File: src/rtl/div_pkg.sv
// Shared definitions for the EX-stage divide sequencer: FSM encodings and iteration count.
package div_pkg;
  localparam int DIV_ITER = 32;

  typedef enum logic [1:0] {
    DIV_IDLE = 2'b00,
    DIV_ZERO = 2'b01,
    DIV_BUSY = 2'b10,
    DIV_END  = 2'b11
  } div_state_t;
endpackage

File: src/rtl/div_ctrl_if.sv
// EX <-> divider handshake bundle; master is the EX stage, slave is div_ctrl.
interface div_ctrl_if #(parameter int WIDTH = 32);
  logic               start_i;
  logic               annul_i;
  logic               signed_i;
  logic [WIDTH-1:0]   opdata1_i;
  logic [WIDTH-1:0]   opdata2_i;
  logic [2*WIDTH-1:0] result_o;
  logic               ready_o;
  logic               ex_stall_o;

  modport master (
    output start_i, annul_i, signed_i, opdata1_i, opdata2_i,
    input  result_o, ready_o, ex_stall_o
  );

  modport slave (
    input  start_i, annul_i, signed_i, opdata1_i, opdata2_i,
    output result_o, ready_o, ex_stall_o
  );
endinterface

File: src/rtl/div_step.sv
// One restoring-division iteration: shift the next dividend bit into the partial
// remainder, trial-subtract the divisor and shift the outcome into the quotient.
module div_step #(
  parameter int WIDTH = 32
) (
  input  logic [WIDTH-1:0] rem,
  input  logic [WIDTH-1:0] quo,
  input  logic [WIDTH-1:0] divisor,
  output logic [WIDTH-1:0] rem_next,
  output logic [WIDTH-1:0] quo_next
);
  logic [WIDTH:0]   shifted;
  logic [WIDTH-1:0] diff;
  logic             fits;

  // quo holds the not-yet-consumed dividend bits in its upper part, so its MSB
  // is the next bit to bring down. When the trial fits, the difference is below
  // the divisor and therefore fits in WIDTH bits.
  always_comb begin
    shifted = {rem, quo[WIDTH-1]};
    fits    = (shifted >= {1'b0, divisor});
    diff    = shifted[WIDTH-1:0] - divisor;
    if (fits) begin
      rem_next = diff;
      quo_next = {quo[WIDTH-2:0], 1'b1};
    end else begin
      rem_next = shifted[WIDTH-1:0];
      quo_next = {quo[WIDTH-2:0], 1'b0};
    end
  end
endmodule

File: src/rtl/div_ctrl.sv
// Multi-cycle signed/unsigned divide sequencer for the EX stage; stalls the
// pipeline while iterating and presents {remainder, quotient} for HI/LO.
module div_ctrl
  import div_pkg::*;
#(
  parameter int WIDTH = DIV_ITER
) (
  input logic      clk,
  input logic      reset,
  div_ctrl_if.slave bus
);
  localparam int CW = $clog2(WIDTH + 1);
  localparam logic [CW-1:0] LAST_ITER = CW'(WIDTH - 1);

  div_state_t         state_reg, state_next;
  logic [CW-1:0]      count_reg;
  logic [WIDTH-1:0]   rem_reg, quo_reg, div_reg;
  logic [WIDTH-1:0]   rem_next, quo_next;
  logic               neg_quo_reg, neg_rem_reg;
  logic [2*WIDTH-1:0] result_reg;

  logic               a_neg, b_neg;
  logic [WIDTH-1:0]   a_mag, b_mag;
  logic               go;

  assign a_neg = bus.signed_i & bus.opdata1_i[WIDTH-1];
  assign b_neg = bus.signed_i & bus.opdata2_i[WIDTH-1];
  assign a_mag = a_neg ? (~bus.opdata1_i + 1'b1) : bus.opdata1_i;
  assign b_mag = b_neg ? (~bus.opdata2_i + 1'b1) : bus.opdata2_i;
  assign go    = bus.start_i & ~bus.annul_i;

  div_step #(.WIDTH(WIDTH)) u_step (
    .rem      (rem_reg),
    .quo      (quo_reg),
    .divisor  (div_reg),
    .rem_next (rem_next),
    .quo_next (quo_next)
  );

  always_ff @(posedge clk or negedge reset) begin
    if (!reset) state_reg <= DIV_IDLE;
    else        state_reg <= state_next;
  end

  always_comb begin
    state_next = state_reg;
    case (state_reg)
      DIV_IDLE: if (go) state_next = (bus.opdata2_i == '0) ? DIV_ZERO : DIV_BUSY;
      DIV_ZERO: state_next = bus.annul_i ? DIV_IDLE : DIV_END;
      DIV_BUSY: begin
        if (bus.annul_i)                 state_next = DIV_IDLE;
        else if (count_reg == LAST_ITER) state_next = DIV_END;
      end
      DIV_END:  if (bus.annul_i || !bus.start_i) state_next = DIV_IDLE;
      default:  state_next = DIV_IDLE;
    endcase
  end

  // Operands and sign flags are re-latched every IDLE cycle, so anything driven
  // on opdata*_i after the divide has left IDLE is ignored.
  always_ff @(posedge clk or negedge reset) begin
    if (!reset) begin
      count_reg   <= '0;
      rem_reg     <= '0;
      quo_reg     <= '0;
      div_reg     <= '0;
      neg_quo_reg <= 1'b0;
      neg_rem_reg <= 1'b0;
      result_reg  <= '0;
    end else begin
      case (state_reg)
        DIV_IDLE: begin
          count_reg   <= '0;
          rem_reg     <= '0;
          quo_reg     <= a_mag;
          div_reg     <= b_mag;
          neg_quo_reg <= a_neg ^ b_neg;
          neg_rem_reg <= a_neg;
        end
        DIV_ZERO: if (!bus.annul_i) result_reg <= '0;
        DIV_BUSY: if (!bus.annul_i) begin
          rem_reg   <= rem_next;
          quo_reg   <= quo_next;
          count_reg <= count_reg + 1'b1;
          if (count_reg == LAST_ITER) begin
            result_reg <= {neg_rem_reg ? (~rem_next + 1'b1) : rem_next,
                           neg_quo_reg ? (~quo_next + 1'b1) : quo_next};
          end
        end
        default: ;
      endcase
    end
  end

  // Stall is combinational so the pipeline freezes in the very cycle the divide
  // arrives in EX; it is forced low while reset is held.
  assign bus.ex_stall_o = reset & (((state_reg == DIV_IDLE) & go) |
                                   (state_reg == DIV_ZERO) |
                                   (state_reg == DIV_BUSY));
  assign bus.ready_o    = (state_reg == DIV_END);
  assign bus.result_o   = result_reg;
endmodule

File: src/flat_wrapper.sv
// flat-port wrapper written by rule: the top's interface ports become plain ports
module div_ctrl_flat import div_pkg::*;
#(
  parameter int WIDTH = DIV_ITER
)
  (clk, reset, bus_start_i, bus_annul_i, bus_signed_i, bus_opdata1_i, bus_opdata2_i, bus_result_o, bus_ready_o, bus_ex_stall_o);
  div_ctrl_if #(.WIDTH(WIDTH)) bus_i ();
  input logic clk;
  input logic reset;
  input wire logic [$bits(bus_i.start_i)-1:0] bus_start_i;
  input wire logic [$bits(bus_i.annul_i)-1:0] bus_annul_i;
  input wire logic [$bits(bus_i.signed_i)-1:0] bus_signed_i;
  input wire logic [$bits(bus_i.opdata1_i)-1:0] bus_opdata1_i;
  input wire logic [$bits(bus_i.opdata2_i)-1:0] bus_opdata2_i;
  output wire logic [$bits(bus_i.result_o)-1:0] bus_result_o;
  output wire logic [$bits(bus_i.ready_o)-1:0] bus_ready_o;
  output wire logic [$bits(bus_i.ex_stall_o)-1:0] bus_ex_stall_o;
  assign bus_i.start_i = bus_start_i;
  assign bus_i.annul_i = bus_annul_i;
  assign bus_i.signed_i = bus_signed_i;
  assign bus_i.opdata1_i = bus_opdata1_i;
  assign bus_i.opdata2_i = bus_opdata2_i;
  assign bus_result_o = bus_i.result_o;
  assign bus_ready_o = bus_i.ready_o;
  assign bus_ex_stall_o = bus_i.ex_stall_o;
  div_ctrl #(.WIDTH(WIDTH)) u_core (.clk(clk), .reset(reset), .bus(bus_i));
endmodule
File: config.mk
export PLATFORM = sky130hd
export DESIGN_NAME = div_ctrl_flat
export DESIGN_NICKNAME = d
export VERILOG_FILES = /design/src/rtl/div_pkg.sv /design/src/rtl/div_ctrl_if.sv /design/src/rtl/div_step.sv /design/src/rtl/div_ctrl.sv /design/src/flat_wrapper.sv
export SDC_FILE = /design/constraint.sdc
export NUM_CORES = 1
export LEC_CHECK = 0
export BUFFER_PORTS_ARGS = -buffer_cell sky130_fd_sc_hd__buf_2
export CAP_MARGIN = 15
export CORE_MARGIN = 5
export CORE_UTILIZATION = 44
export CTS_BUF_LIST = sky130_fd_sc_hd__clkbuf_8
export DETAILED_ROUTE_END_ITERATION = 10
export MAX_ROUTING_LAYER = met4
export PLACE_DENSITY = 0.73
export SLEW_MARGIN = 10
export SYNTH_ARGS = -nofsm -noshare
export SYNTH_HDL_FRONTEND = slang
export SYNTH_HIERARCHICAL = 1
export SYNTH_SLANG_ARGS = --single-unit
export TNS_END_PERCENT = 50
File: constraint.sdc
create_clock -name clk -period 5.86 [get_ports clk]
set_input_delay 1.172 -clock clk [delete_from_list [all_inputs] [get_ports clk]]
set_output_delay 1.172 -clock clk [all_outputs]
set_load 0.005 [all_outputs]
# ---- Yosys cells after proc, flatten, opt, wreduce, memory -nomap -nowiden
# Cells that the tools add are included.
dict set report totals {
  elab_cells 70
  input_bits 69
  out_inout_bits 66
  ff_bits 170
}
dict set report classes {
  n_mux 23
  add_sub_neg 6
  reduce_logical 9
  order_cmp 1
  eq_ne 10
  bitwise_logic 13
}
# operator count
set op_table {}
lappend op_table {{32-bit two-way mux} 7}
lappend op_table {{64-bit two-way mux} 3}
lappend op_table {{32-bit by 1-bit adder with 32-bit output (second input constant)} 4}
lappend op_table {{32-bit NOT} 4}
lappend op_table {{32-bit one-hot mux with 2 select lines} 2}
lappend op_table {{64-bit one-hot mux with 2 select lines} 1}
lappend op_table {{33-bit by 32-bit greater-or-equal comparator with 1-bit output} 1}
lappend op_table {{32-bit logical NOT} 1}
lappend op_table {{32-bit subtractor} 1}
lappend op_table {{2-bit two-way mux} 6}
lappend op_table {{6-bit one-hot mux with 2 select lines} 1}
lappend op_table {{2-bit one-hot mux with 4 select lines} 1}
lappend op_table {{6-bit by 1-bit adder with 6-bit output (second input constant)} 1}
lappend op_table {{6-bit by 5-bit equality test with 1-bit output (second input constant)} 1}
lappend op_table {{6-bit two-way mux} 1}
lappend op_table {{2-bit by 1-bit != test with 1-bit output (second input constant)} 3}
lappend op_table {{1-bit bitwise AND} 5}
lappend op_table {{2-bit equality test (second input constant)} 2}
lappend op_table {{2-bit != test (second input constant)} 2}
lappend op_table {{4-bit AND reduction} 1}
lappend op_table {{2-bit nonzero test} 2}
lappend op_table {{3-bit by 2-bit != test with 1-bit output (second input constant)} 1}
lappend op_table {{3-bit AND reduction} 1}
lappend op_table {{2-bit by 1-bit equality test with 1-bit output (second input constant)} 1}
lappend op_table {{8 further kinds} 9}

# ---- Longest topological paths before layout
# Gate-level depths: netlist of the first run.
dict set report depth {
  word_depth 8
  ltp_mapped 21
  mapped_depth_nobuf 17
}

# ---- Cells and area by module
# Netlist of the first run, hierarchy kept.
# module seq_area_each_um2 cells_each area_per_inst_um2 n_inst
set modules_own_cells {}
lappend modules_own_cells {div_ctrl 4254.1 1007 9477.8 1}
lappend modules_own_cells {div_step 0.0 355 2571.2 1}

# ---- Worst setup path before layout of the first run
# Ideal clock, no wire load.
dict set report synth_path {
  path_type {flip-flop to flip-flop}
  start {reg u_core.rem_reg[6]}
  end {reg u_core.result_reg[63] (netlist: u_core/bus.result_o[63])}
  synth_period_minus_slack_ns 4.410
  slack_ns 1.450
  path_stages_with_launch 18
  required_ns 5.727
  setup_time_ns 0.133
  n_path_buf 2
  arrival_ns 4.276
  cell_sequence {dfrtp_1 -> ha_1 -> a21oi_2 -> a211oi_1 -> or3_4 -> nor4b_4 -> o21ai_2 -> a31oi_4 -> o21a_4 -> inv_2 -> buf_6 -> buf_12 -> mux2_4 -> or4_1 -> or3_1 -> o41ai_1 -> xor2_1 -> o21ai_0}
}
dict set report synth_between {
  elab_chain_len 8
  word_cells_on_any_way 9
  classes_between {add/sub: 2; order compare: 1; mux: 5; bitwise: 1}
}
# element line_no
set synth_rtl {}
lappend synth_rtl {{start: declaration} div_ctrl.sv:17} ;# logic [WIDTH-1:0] rem_reg, quo_reg, div_reg;
lappend synth_rtl {{start signal: assignment} div_ctrl.sv:82} ;# rem_reg <= rem_next;
lappend synth_rtl {{33-bit by 32-bit greater-or-equal comparator with 1-bit output} div_step.sv:21} ;# fits = (shifted >= {1'b0, divisor});
lappend synth_rtl {{via u_core.u_step.fits} div_step.sv:14} ;# logic fits;
lappend synth_rtl {{32-bit two-way mux} div_step.sv:23} ;# if (fits) begin
lappend synth_rtl {{via u_core.rem_next[26]} div_ctrl.sv:18} ;# logic [WIDTH-1:0] rem_next, quo_next;
lappend synth_rtl {{32-bit NOT} div_ctrl.sv:86} ;# result_reg <= {neg_rem_reg ? (~rem_next + 1'b1) : rem_next,
lappend synth_rtl {{32-bit by 1-bit adder with 32-bit output} div_ctrl.sv:86}
lappend synth_rtl {{32-bit two-way mux} div_ctrl.sv:86}
lappend synth_rtl {{64-bit two-way mux} div_ctrl.sv:85} ;# if (count_reg == LAST_ITER) begin
lappend synth_rtl {{64-bit two-way mux} div_ctrl.sv:81} ;# DIV_BUSY: if (!bus.annul_i) begin
lappend synth_rtl {{64-bit one-hot mux with 2 select lines} div_ctrl.sv:71} ;# case (state_reg)
lappend synth_rtl {{end signal: assignment} div_ctrl.sv:86}
lappend synth_rtl {{end: declaration} div_ctrl.sv:20} ;# logic [2*WIDTH-1:0] result_reg;
# The timed path passes the listed nets, and every way through them passes these cells. The select of a mux whose other input is x is not followed.
# A chain may end at the register's enable or synchronous reset.

# ---- Final worst setup path of the first run
dict set report layout_path {
  start {reg u_core.rem_reg[10]}
  end {reg u_core.result_reg[51] (netlist: u_core/bus.result_o[51])}
}
dict set report layout_between {
  elab_chain_len 8
  word_cells_on_any_way 9
  classes_between {add/sub: 2; order compare: 1; mux: 5; bitwise: 1}
}
# element line_no
set layout_rtl {}
lappend layout_rtl {{33-bit by 32-bit greater-or-equal comparator with 1-bit output} div_step.sv:21}
lappend layout_rtl {{32-bit two-way mux} div_step.sv:23}
lappend layout_rtl {{via u_core.rem_next[8]} div_ctrl.sv:18}
lappend layout_rtl {{32-bit NOT} div_ctrl.sv:86}
lappend layout_rtl {{32-bit by 1-bit adder with 32-bit output} div_ctrl.sv:86}
lappend layout_rtl {{32-bit two-way mux} div_ctrl.sv:86}
lappend layout_rtl {{64-bit two-way mux} div_ctrl.sv:85}
lappend layout_rtl {{64-bit two-way mux} div_ctrl.sv:81}
lappend layout_rtl {{64-bit one-hot mux with 2 select lines} div_ctrl.sv:71}
# The timed path passes the listed nets, and every way through them passes these cells. The select of a mux whose other input is x is not followed.

==> summary.md, run 1 <==
| Metric | Value |
|---|---|
| Post-Syn Area per Cell | 8.85 um2 |
| Placer Congestion | 0.926 |
| DP Wirelength | 24200 um |
| WS Path Type | flip-flop to flip-flop |
| Die width | 175 um |
| Layout cell share with drive strength beyond 1 | 0.165 |
| Clock Latency Late Sink | 0.47 ns |
| Top cells by area, synth | dfrtp_1, xor2_1, o21ai_0, ha_1, nand2_1 |
| Clock skew | 0.0208 ns |
| Fillers | 2550 |
| First-pass GRT wire length | 53700 um |
| Worst vdd ir | 0.239 mV |
| Num Clock Sinks | 170 |
| Via-to-Cell Ratio | 5.88 |
| Clock root buffer | clkbuf_8 |
| Synth Register Bits | 170 |
| CP max-delay cell | nor4_1 |
| Area share of the largest cell type after synthesis | 0.353 |
| Gr usage total | 0.218 |
| Die Ht | 175 um |
| CTS max path bufs | 2 |
| Number of max-cap violations | 0 |
| Worst EP arrival | 5.72 ns |
| Antenna violations before repair | 0 |
| Largest net degree at the start of global routing | 74 |
| Worst hold path type | flip-flop to flip-flop |
| Setup_tns | 0 ns |
| First DRT Iteration DRCs | 770 |
| Largest area contributor in the netlist | dfrtp_1 |
| Slew Limit Fails | 0 |
| Worst Tran Pin Value | 1.06 ns |
| Fmax | 186 MHz |
| Ys Warns | 6 |
| Vias in the first global route | 10031 |
| Period utilisation layout | 0.920 |
| Relative slew slack | 0.295 |
| PD cells | 378 nW/um2 |
| Outcome | completed |
| Resized cells post-CTS | 0 |
| Crit path cell chain | ha_1 -> nand4_1 -> nor3_1 -> o211ai_1 -> nor4b_4 -> o21ai_2 -> a31oi_4 -> o21a_4 -> inv_2 -> mux2_2 -> nor4_1 -> nand3_1 -> o41ai_1 -> xor2_1 -> o21ai_0 |
| Post-Route WL | 32600 um |
| Worst setup SP type | flip-flop |
| Layout area overhead | 8.21% |
| Synth Cell Area | 12000 um2 |
| Fraction of registers with async set/reset | 1.00 |
| Max reg flops | 64 |
| H-tree depth | 4 |
| Antenna-violating nets left | 0 |
| Clk slew on worst S/H paths | 0.11 ns |
| Post-CTS Setup Inserts | 0 |
| Final Critical Period | 5.39 ns |
| DRC Markers | 0 |
| Setup violations, final | 0 |
| Nets | 1524 |
| Leading cell type in the layout, fill and taps excluded | dfrtp_1 |
| Seq/Total Area, Yosys | 0.353 |
| Vias | 10383 |
| CTS tree | done |
| Wirelength per Cell | 18.4 um |
| Data required, critical path | 6.19 ns |
| Design Power | 4.93 mW |
| Highest metal used | met4 |
| IO buf count | 134 |
| Post-CTS Hold Buffers | 0 |
| CP bufs+invs | 1 |
| P_leak | 5.99 nW |
| Antenna diode count | 0 |
| Max FO, Critical Path | 31 |
| WL met2 | 14200 um |
| Post-synth EDFFs | 0 |
| Met1 WL | 15800 um |
| Die area | 30800 um2 |
| GR Overflow Total | 0 |
| RSZ-0062 raised after global routing | false |
| I/O pins | 135 |
| Synth unique cells | 78 |
| CTS Buf Count | 17 |
| Starting Density | 0.447 |
| CP Capture Type | flip-flop |
| Core Region | 27000 um2 |
| Fin. Hold Viols | 0 |
| Num rows | 60 |
| Most frequent cells in the layout | dfrtp_1, buf_2, o21ai_0 |
| Family with the most delay on the worst path | simple AND/OR/NAND/NOR gates |
| Initial DRT Pass Iterations | 5 |
| CP max stage delay | 0.84 ns |
| Most used DFF post-synth | dfrtp_1 |
| Synth Net Count | 1473 |
| Synth Instances | 1362 |
| Met3 WL post-DR | 2030 um |
[where the power goes]
part / internal [mW] / total [mW] / switching [mW]
sequential: 1.43 / 1.78 / 0.353
combinational: 0.846 / 2.28 / 1.43
clock: 0.362 / 0.865 / 0.504
[final cells by class]
type,instances,area [um2],share of cell area
Clock buffer,17,234,0.0179
Clock inverter,15,181,0.0139
Tap cell,341,427,0.0327
Sequential cell,170,4250,0.326
Inverter,56,210,0.0161
Timing Repair Buffer,142,737,0.0565
Multi-Input combinational cell,1026,7000,0.537
[through the flow]
| step | util | hold slack, ns | area, um2 | cells | setup slack (ns) |
|---|---|---|---|---|---|
| after CTS | 0.484 | 0.489 | 13000 | 1767 | 0.539 |
| after global routing | 0.484 | 0.509 | 13000 | 1767 | 0.00258 |
| final | 0.484 | 0.480 | 13000 | 1767 | 0.471 |
| after detailed placement | 0.468 | 0.465 | 12600 | 1735 | 0.567 |
| after floorplan | - | 0.460 | 12000 | 1362 | 1.45 |
| after global placement | 0.468 | 0.457 | 12600 | 1735 | 0.676 |
[kinds of logic (layout without fill, tap and decap cells)]
group	count (synthesis)	count (layout)	synth area share
XOR/XNOR	134	134	0.0974
AO/OA/AOI/OAI	397	397	0.219
buffers and inverters	166	230	0.0683
adder cells (fa/ha/maj)	42	42	0.0442
multiplexers	61	61	0.0568
flip-flops	170	170	0.353
AND/OR/NAND/NOR	392	392	0.161
[layer usage]
layer,track usage,vias to the layer above
met2,0.314,381
met1,0.322,4970
li1,-,5003
met4,0.0556,0
met3,0.0316,29
met5,-,-
[synthesized netlist by cell type, types with 5 or more instances]
library cell,count
a211oi_1,10
a21o_1,9
a21oi_1,72
a22o_1,32
a22oi_1,7
a31oi_1,11
a32o_1,7
and3_1,6
buf_1,5
buf_4,35
clkbuf_1,59
dfrtp_1,170
ha_1,41
inv_1,55
mux2_2,23
mux2_4,9
mux2i_1,29
nand2_1,123
nand2b_1,8
nand3_1,31
nand4_1,14
nor2_1,92
nor2b_1,19
nor3_1,23
nor3b_1,6
nor4_1,21
o211ai_1,7
o21ai_0,128
o21bai_1,5
o221ai_1,6
o31ai_1,34
o41ai_1,28
or2_2,5
or3_1,20
or4_1,7
xnor2_1,32
xor2_1,102
[final timing paths]
kind | startpoint | endpoint | slack [ns] | depth (start not counted)
min in group asynchronous | reset | u_core/div_reg[23] | 0.59 | 1
worst max-delay path | u_core/rem_reg[10] | u_core/bus.result_o[51] | 0.47 | 15
max in group asynchronous | reset | u_core/bus.result_o[6] | 3.99 | 2
worst max register to register | u_core/rem_reg[10] | u_core/bus.result_o[51] | 0.47 | 15
worst min register to register | u_core/bus.result_o[10] | u_core/bus.result_o[10] | 0.48 | 2
worst min-delay path | u_core/bus.result_o[10] | u_core/bus.result_o[10] | 0.48 | 2
[worst register-to-register path, stage by stage, from the launching register on]
cell	delay, ns
dfrtp_1	0.41
ha_1	0.42
nand4_1	0.20
nor3_1	0.32
o211ai_1	0.17
nor4b_4	0.17
o21ai_2	0.17
a31oi_4	0.12
o21a_4	0.26
inv_2	0.56
mux2_2	0.46
nor4_1	0.84
nand3_1	0.45
o41ai_1	0.43
xor2_1	0.17
o21ai_0	0.09
Power figures use the tool's default switching activity.
==> inputs of run 2 (changes only) <==
--- a/config.mk
+++ b/config.mk
@@ -8,11 +8,11 @@
 export BUFFER_PORTS_ARGS = -buffer_cell sky130_fd_sc_hd__buf_2
 export CAP_MARGIN = 15
 export CORE_MARGIN = 5
-export CORE_UTILIZATION = 44
+export CORE_UTILIZATION = 45
 export CTS_BUF_LIST = sky130_fd_sc_hd__clkbuf_8
 export DETAILED_ROUTE_END_ITERATION = 10
 export MAX_ROUTING_LAYER = met4
-export PLACE_DENSITY = 0.73
+export PLACE_DENSITY = 0.74
 export SLEW_MARGIN = 10
 export SYNTH_ARGS = -nofsm -noshare
 export SYNTH_HDL_FRONTEND = slang
==> summary.md, run 2 (synthesis gave the netlist of run 1 again) <==
| Metric | Value |
|---|---|
| Outcome | completed (unchanged) |
| First-pass GRT wire length | 52600 um (was 53700 um) |
| Period utilisation layout | 0.905 (was 0.920) |
| CTS tree | done (unchanged) |
| Max FO, Critical Path | 31 (unchanged) |
| CTS max path bufs | 2 (unchanged) |
| Initial DRT Pass Iterations | 7 (was 5) |
| Family with the most delay on the worst path | simple AND/OR/NAND/NOR gates (unchanged) |
| Largest net degree at the start of global routing | 77 (was 74) |
| Setup ws final | 0.554 ns (was 0.471 ns) |
| Utilization after layout | 0.497 (was 0.484) |
| Fmax | 188 MHz (was 186 MHz) |
| Worst Tran Pin Value | 0.979 ns (was 1.06 ns) |
| Clk slew on worst S/H paths | 0.11 ns (about the same) |
| Worst EP arrival | 5.66 ns (was 5.72 ns) |
| Slew Limit Fails | 0 (unchanged) |
| Fillers | 2462 (was 2550) |
| Layout cell share with drive strength beyond 1 | 0.166 (was 0.165) |
| Die area | 30100 um2 (was 30800 um2) |
| Nets | 1525 (was 1524) |
| Worst hold path type | flip-flop to flip-flop (unchanged) |
| Register area | 4250 um2 (unchanged) |
| Gr usage total | 0.216 (was 0.218) |
| CP Capture Type | flip-flop (unchanged) |
| Wirelength per Cell | 18.4 um (about the same) |
| CP max-delay cell | nor4_1 (unchanged) |
| Placer Congestion | 0.931 (was 0.926) |
| Worst vdd ir | 0.211 mV (was 0.239 mV) |
| Starting Density | 0.460 (was 0.447) |
| Multi-input logic area | 7000 um2 (unchanged) |
| Vias in the first global route | 9729 (was 10031) |
| IO buf count | 134 (unchanged) |
| Setup violations, final | 0 (unchanged) |
| Design Power | 4.92 mW (was 4.93 mW) |
| WS Path Type | flip-flop to flip-flop (unchanged) |
| First DRT Iteration DRCs | 1047 (was 770) |
| Most frequent cells in the layout | dfrtp_1, buf_2, o21ai_0 (unchanged) |
| Antenna violations before repair | 1 (was 0) |
| GR Overflow Total | 0 (unchanged) |
| Data required, critical path | 6.22 ns (was 6.19 ns) |
| Number of max-cap violations | 0 (unchanged) |
| Placed cell area | 12600 um2 (unchanged) |
| Setup_tns | 0 ns (unchanged) |
| PD cells | 377 nW/um2 (was 378 nW/um2) |
| Core Region | 26200 um2 (was 27000 um2) |
| Num Clock Sinks | 170 (unchanged) |
| H-tree depth | 4 (unchanged) |
| Post-Route WL | 32400 um (was 32600 um) |
| Die width | 174 um (was 175 um) |
| Leading cell type in the layout, fill and taps excluded | dfrtp_1 (unchanged) |
| Relative slew slack | 0.347 (was 0.295) |
| Post-CTS Setup Inserts | 0 (unchanged) |
| Final Critical Period | 5.31 ns (was 5.39 ns) |
| RSZ-0062 raised after global routing | false (unchanged) |
| Clock Latency Late Sink | 0.48 ns (was 0.47 ns) |
| DP Wirelength | 23800 um (was 24200 um) |
| Max reg flops | 64 (unchanged) |
| Pre-CTS setup slack | 0.701 ns (was 0.567 ns) |
| P_leak | 6.00 nW (was 5.99 nW) |
| Antenna-violating nets left | 0 (unchanged) |
| Layout area overhead | 8.15% (was 8.21%) |
| Die Ht | 174 um (was 175 um) |
| Crit path cell chain | ha_1 -> nand4_1 -> nor3_1 -> o211ai_1 -> nor4b_4 -> o21ai_2 -> a31oi_4 -> o21a_4 -> inv_2 -> mux2_2 -> nor4_1 -> nand3_1 -> o41ai_1 -> xor2_1 -> o21ai_0 (unchanged) |
| Post-CTS Hold Buffers | 0 (unchanged) |
| Fin. Hold Viols | 0 (unchanged) |
| Vias | 10340 (was 10383) |
| Via-to-Cell Ratio | 5.87 (was 5.88) |
| Clock skew | 0.0188 ns (was 0.0208 ns) |
| CTS Buf Count | 17 (unchanged) |
| Post-route design area | 13000 um2 (about the same) |
| I/O pins | 135 (unchanged) |
| Resized cells post-CTS | 0 (unchanged) |
| CP bufs+invs | 1 (unchanged) |
| Clock root buffer | clkbuf_8 (unchanged) |
| Worst setup SP type | flip-flop (unchanged) |
| CP max stage delay | 0.70 ns (was 0.84 ns) |
| DRC Markers | 0 (unchanged) |
| Num rows | 59 (was 60) |
## run 2: worst register-to-register path: stages (launching register included)
cell	delay (ns)
dfrtp_1	0.42
ha_1	0.41
nand4_1	0.21
nor3_1	0.34
o211ai_1	0.17
nor4b_4	0.17
o21ai_2	0.18
a31oi_4	0.13
o21a_4	0.27
inv_2	0.55
mux2_2	0.48
nor4_1	0.70
nand3_1	0.40
o41ai_1	0.51
xor2_1	0.18
o21ai_0	0.08
## run 2: cell type report
cell class	instances	area share
multi-input cells	1026	0.537
clock inverters	15	0.0132
well taps	335	0.0322
flip-flops and latches	170	0.326
diodes	1	0.000192
inverters	56	0.0161
repair buffers	143	0.0571
clock buffers	17	0.0180
## run 2: where the power goes
| part | leakage [nW] | switching (mW) | internal, mW | total, mW |
|---|---|---|---|---|
| sequential | 2.22 | 0.327 | 1.43 | 1.76 |
| clock | 0.203 | 0.533 | 0.326 | 0.860 |
| combinational | 3.58 | 1.46 | 0.845 | 2.30 |
## run 2: stage by stage
step                      hold slack (ns)  std cells
after global routing                0.512       1763
after floorplan                     0.460       1362
after CTS                           0.492       1762
final                               0.485       1763
after global placement              0.456       1730
after detailed placement            0.466       1730
## run 2: final timing paths
path	cells after the start	slack (ns)	end	startpoint
worst max-delay path	15	0.55	u_core/bus.result_o[53]	u_core/rem_reg[10]
worst min-delay path	2	0.48	u_core/bus.result_o[36]	u_core/bus.result_o[36]
worst max register to register	15	0.55	u_core/bus.result_o[53]	u_core/rem_reg[10]
worst min register to register	2	0.48	u_core/bus.result_o[36]	u_core/bus.result_o[36]
max in group asynchronous	2	4.04	u_core/bus.result_o[32]	reset
min in group asynchronous	1	0.55	u_core/div_reg[2]	reset
## run 2: routing by layer
layer / vias to the layer above / part of all wire / global-route usage
li1: 5005 / - / -
met5: - / 0 / -
met4: 0 / 0.014 / 0.0472
met1: 4936 / 0.50 / 0.332
met3: 32 / 0.071 / 0.0390
met2: 367 / 0.42 / 0.295
==> inputs of run 3 (changes only) <==
--- a/config.mk
+++ b/config.mk
@@ -13,9 +13,9 @@
 export DETAILED_ROUTE_END_ITERATION = 10
 export MAX_ROUTING_LAYER = met4
 export PLACE_DENSITY = 0.74
+export REMOVE_ABC_BUFFERS = 1
 export SLEW_MARGIN = 10
 export SYNTH_ARGS = -nofsm -noshare
 export SYNTH_HDL_FRONTEND = slang
-export SYNTH_HIERARCHICAL = 1
 export SYNTH_SLANG_ARGS = --single-unit
 export TNS_END_PERCENT = 50
==> summary.md, run 3 <==
| Metric | Value |
|---|---|
| Utilization after layout | 0.508 (was 0.497) |
| Layout cell share with drive strength beyond 1 | 0.153 (was 0.166) |
| IO buf count | 134 (unchanged) |
| Die area | 30000 um2 (was 30100 um2) |
| RSZ-0062 raised after global routing | false (unchanged) |
| Final Critical Period | 5.13 ns (was 5.31 ns) |
| Period utilisation layout | 0.875 (was 0.905) |
| Num Clock Sinks | 170 (unchanged) |
| Worst vdd ir | 0.171 mV (was 0.211 mV) |
| GR Overflow Total | 0 (unchanged) |
| Data required, critical path | 6.21 ns (was 6.22 ns) |
| Setup_tns | 0 ns (unchanged) |
| Synth Register Bits | 170 (unchanged) |
| Clk slew on worst S/H paths | 0.12 ns (was 0.11 ns) |
| Outcome | completed (unchanged) |
| Die Ht | 173 um (was 174 um) |
| Relative slew slack | 0.323 (was 0.347) |
| P_leak | 5.85 nW (was 6.00 nW) |
| Count leader, synth | nand2_1 (was dfrtp_1) |
| Largest area contributor in the netlist | dfrtp_1 (unchanged) |
| Synth Instances | 1447 (was 1362) |
| Area share of the largest cell type after synthesis | 0.355 (was 0.353) |
| H-tree depth | 4 (unchanged) |
| Leading cell type in the layout, fill and taps excluded | nand2_1 (was dfrtp_1) |
| Nets | 1642 (was 1525) |
| I/O pins | 135 (unchanged) |
| CTS max path bufs | 2 (unchanged) |
| Wirelength per Cell | 18.2 um (was 18.4 um) |
| Fraction of registers with async set/reset | 1.00 (unchanged) |
| Largest net degree at the start of global routing | 74 (was 77) |
| Top cells by area, synth | dfrtp_1, o21ai_0, nand2_1, xnor2_1, xor2_1 (was dfrtp_1, xor2_1, o21ai_0, ha_1, nand2_1) |
| Worst setup SP type | flip-flop (unchanged) |
| DRC Markers | 0 (unchanged) |
| Gr usage total | 0.230 (was 0.216) |
| Fin. Hold Viols | 0 (unchanged) |
| Core Region | 26100 um2 (was 26200 um2) |
| CP Capture Type | flip-flop (unchanged) |
| Most common library cells after synthesis | nand2_1, o21ai_0, dfrtp_1, a21oi_1, nor2_1 (was dfrtp_1, o21ai_0, nand2_1, xor2_1, nor2_1) |
| PD cells | 383 nW/um2 (was 377 nW/um2) |
| Clock skew | 0.0278 ns (was 0.0188 ns) |
| Vias | 10885 (was 10340) |
| Synth Cell Area | 12000 um2 (about the same) |
| Number of max-cap violations | 0 (unchanged) |
| WS Path Type | flip-flop to flip-flop (unchanged) |
| Post-synth EDFFs | 0 (unchanged) |
| Post-CTS Hold Buffers | 0 (unchanged) |
| Worst Tran Pin Value | 1.02 ns (was 0.979 ns) |
| Max FO, Critical Path | 13 (was 31) |
| Antenna-violating nets left | 0 (unchanged) |
| CP max stage delay | 0.51 ns (was 0.70 ns) |
| Placer Congestion | 0.959 (was 0.931) |
| Post-Route WL | 34200 um (was 32400 um) |
| CP max-delay cell | ha_1 (was nor4_1) |
| Starting Density | 0.458 (was 0.460) |
| Most frequent cells in the layout | nand2_1, o21ai_0, dfrtp_1 (was dfrtp_1, buf_2, o21ai_0) |
| Resized cells post-CTS | 0 (unchanged) |
| Seq/Total Area, Yosys | 0.355 (was 0.353) |
| Slew Limit Fails | 0 (unchanged) |
| Fmax | 195 MHz (was 188 MHz) |
| Via-to-Cell Ratio | 5.78 (was 5.87) |
| DP Wirelength | 25300 um (was 23800 um) |
| Worst hold path type | flip-flop to flip-flop (unchanged) |
| Max reg flops | 64 (unchanged) |
| Ys Warns | 0 (was 6) |
| First-pass GRT wire length | 55400 um (was 52600 um) |
| Post-Syn Area per Cell | 8.27 um2 (was 8.85 um2) |
| Vias in the first global route | 10407 (was 9729) |
| Post-CTS Setup Inserts | 0 (unchanged) |
| Most used DFF post-synth | dfrtp_1 (unchanged) |
| First DRT Iteration DRCs | 793 (was 1047) |
| Antenna violations before repair | 4 (was 1) |
| CTS Buf Count | 17 (unchanged) |
| Synth unique cells | 90 (was 78) |
| Crit path cell chain | ha_1 -> nand4_4 -> or3_4 -> a2111oi_2 -> o311a_4 -> or2_1 -> inv_2 -> mux2i_1 -> ha_1 -> o21ai_0 -> nor4_1 -> nand4_1 -> o31ai_1 -> xor2_1 -> o21ai_0 (was ha_1 -> nand4_1 -> nor3_1 -> o211ai_1 -> nor4b_4 -> o21ai_2 -> a31oi_4 -> o21a_4 -> inv_2 -> mux2_2 -> nor4_1 -> nand3_1 -> o41ai_1 -> xor2_1 -> o21ai_0) |
| Layout area overhead | 10.9% (was 8.15%) |
| Initial DRT Pass Iterations | 5 (was 7) |
| Worst Hold Slack | 0.486 ns (was 0.485 ns) |
| Clock Latency Late Sink | 0.49 ns (was 0.48 ns) |
| Clock root buffer | clkbuf_8 (unchanged) |
| CTS tree | done (unchanged) |
| Num rows | 59 (unchanged) |
| Worst EP arrival | 5.48 ns (was 5.66 ns) |
| Setup violations, final | 0 (unchanged) |
| Die width | 173 um (was 174 um) |
==> run 3: metrics by stage <==
stage	setup WS (ns)	total power, mW	cells	area (um2)
after floorplan	0.495	3.42	1368	11600
after global placement	1.07	4.09	1846	12800
after detailed placement	0.818	4.13	1846	12800
after CTS	0.729	5.08	1878	13200
after global routing	0.389	5.47	1883	13300
final	0.732	5.08	1883	13300
==> run 3: routing by layer <==
metal	global-route usage	vias to the layer above	routed length, um
li1	-	5295	-
met5	-	-	0
met4	0.0668	0	694
met1	0.307	5189	15200
met2	0.359	360	15900
met3	0.0461	41	2440
==> run 3: logic make-up (layout without fill, tap and decap cells) <==
logic type	after synthesis	after routing	share of synthesized area
adder cells (fa/ha/maj)	42	42	0.0445
multiplexers	43	43	0.0384
XOR/XNOR	144	144	0.105
flip-flops	170	170	0.355
AO/OA/AOI/OAI	447	447	0.227
other	0	4	0
AND/OR/NAND/NOR	467	467	0.181
buffers and inverters	134	231	0.0482
==> run 3: area by class of cell <==
cell class,instances,area (um2)
Tap cell,335,419
Antenna cell,4,10.0
Fill cell,2551,12900
Timing Repair Buffer,144,764
Clock inverter,15,221
Sequential cell,170,4250
Clock buffer,17,234
Inverter,55,206
Multi-Input combinational cell,1143,7160
==> run 3: path summary, 6_finish.rpt <==
path / startpoint / end / slack, ns / cells past startpoint
setup / recovery: u_core.rem_reg[10] / u_core.bus.result_o[62] / 0.73 / 15
hold / removal: u_core.bus.result_o[46] / u_core.bus.result_o[46] / 0.49 / 2
setup reg to reg: u_core.rem_reg[10] / u_core.bus.result_o[62] / 0.73 / 15
hold reg to reg: u_core.bus.result_o[46] / u_core.bus.result_o[46] / 0.49 / 2
max in group asynchronous: reset / u_core.div_reg[17] / 3.85 / 2
min in group asynchronous: reset / u_core.bus.result_o[33] / 0.61 / 1
==> run 3: power by group <==
| group | total, mW | internal (mW) | switching, mW | leakage, nW |
|---|---|---|---|---|
| Clock | 0.936 | 0.351 | 0.585 | 0.223 |
| Combinational | 2.40 | 0.894 | 1.51 | 3.42 |
| Sequential | 1.74 | 1.43 | 0.314 | 2.21 |
==> run 3: critical path: cells and delay by family (launching register included) <==
kind / cells / cell delay (ns)
AO/OA/AOI/OAI: 5 / 1.50
adder cells (fa/ha/maj): 2 / 0.81
XOR/XNOR: 1 / 0.19
AND/OR/NAND/NOR: 5 / 1.67
multiplexers: 1 / 0.27
flip-flops: 1 / 0.46
buffers and inverters: 1 / 0.09
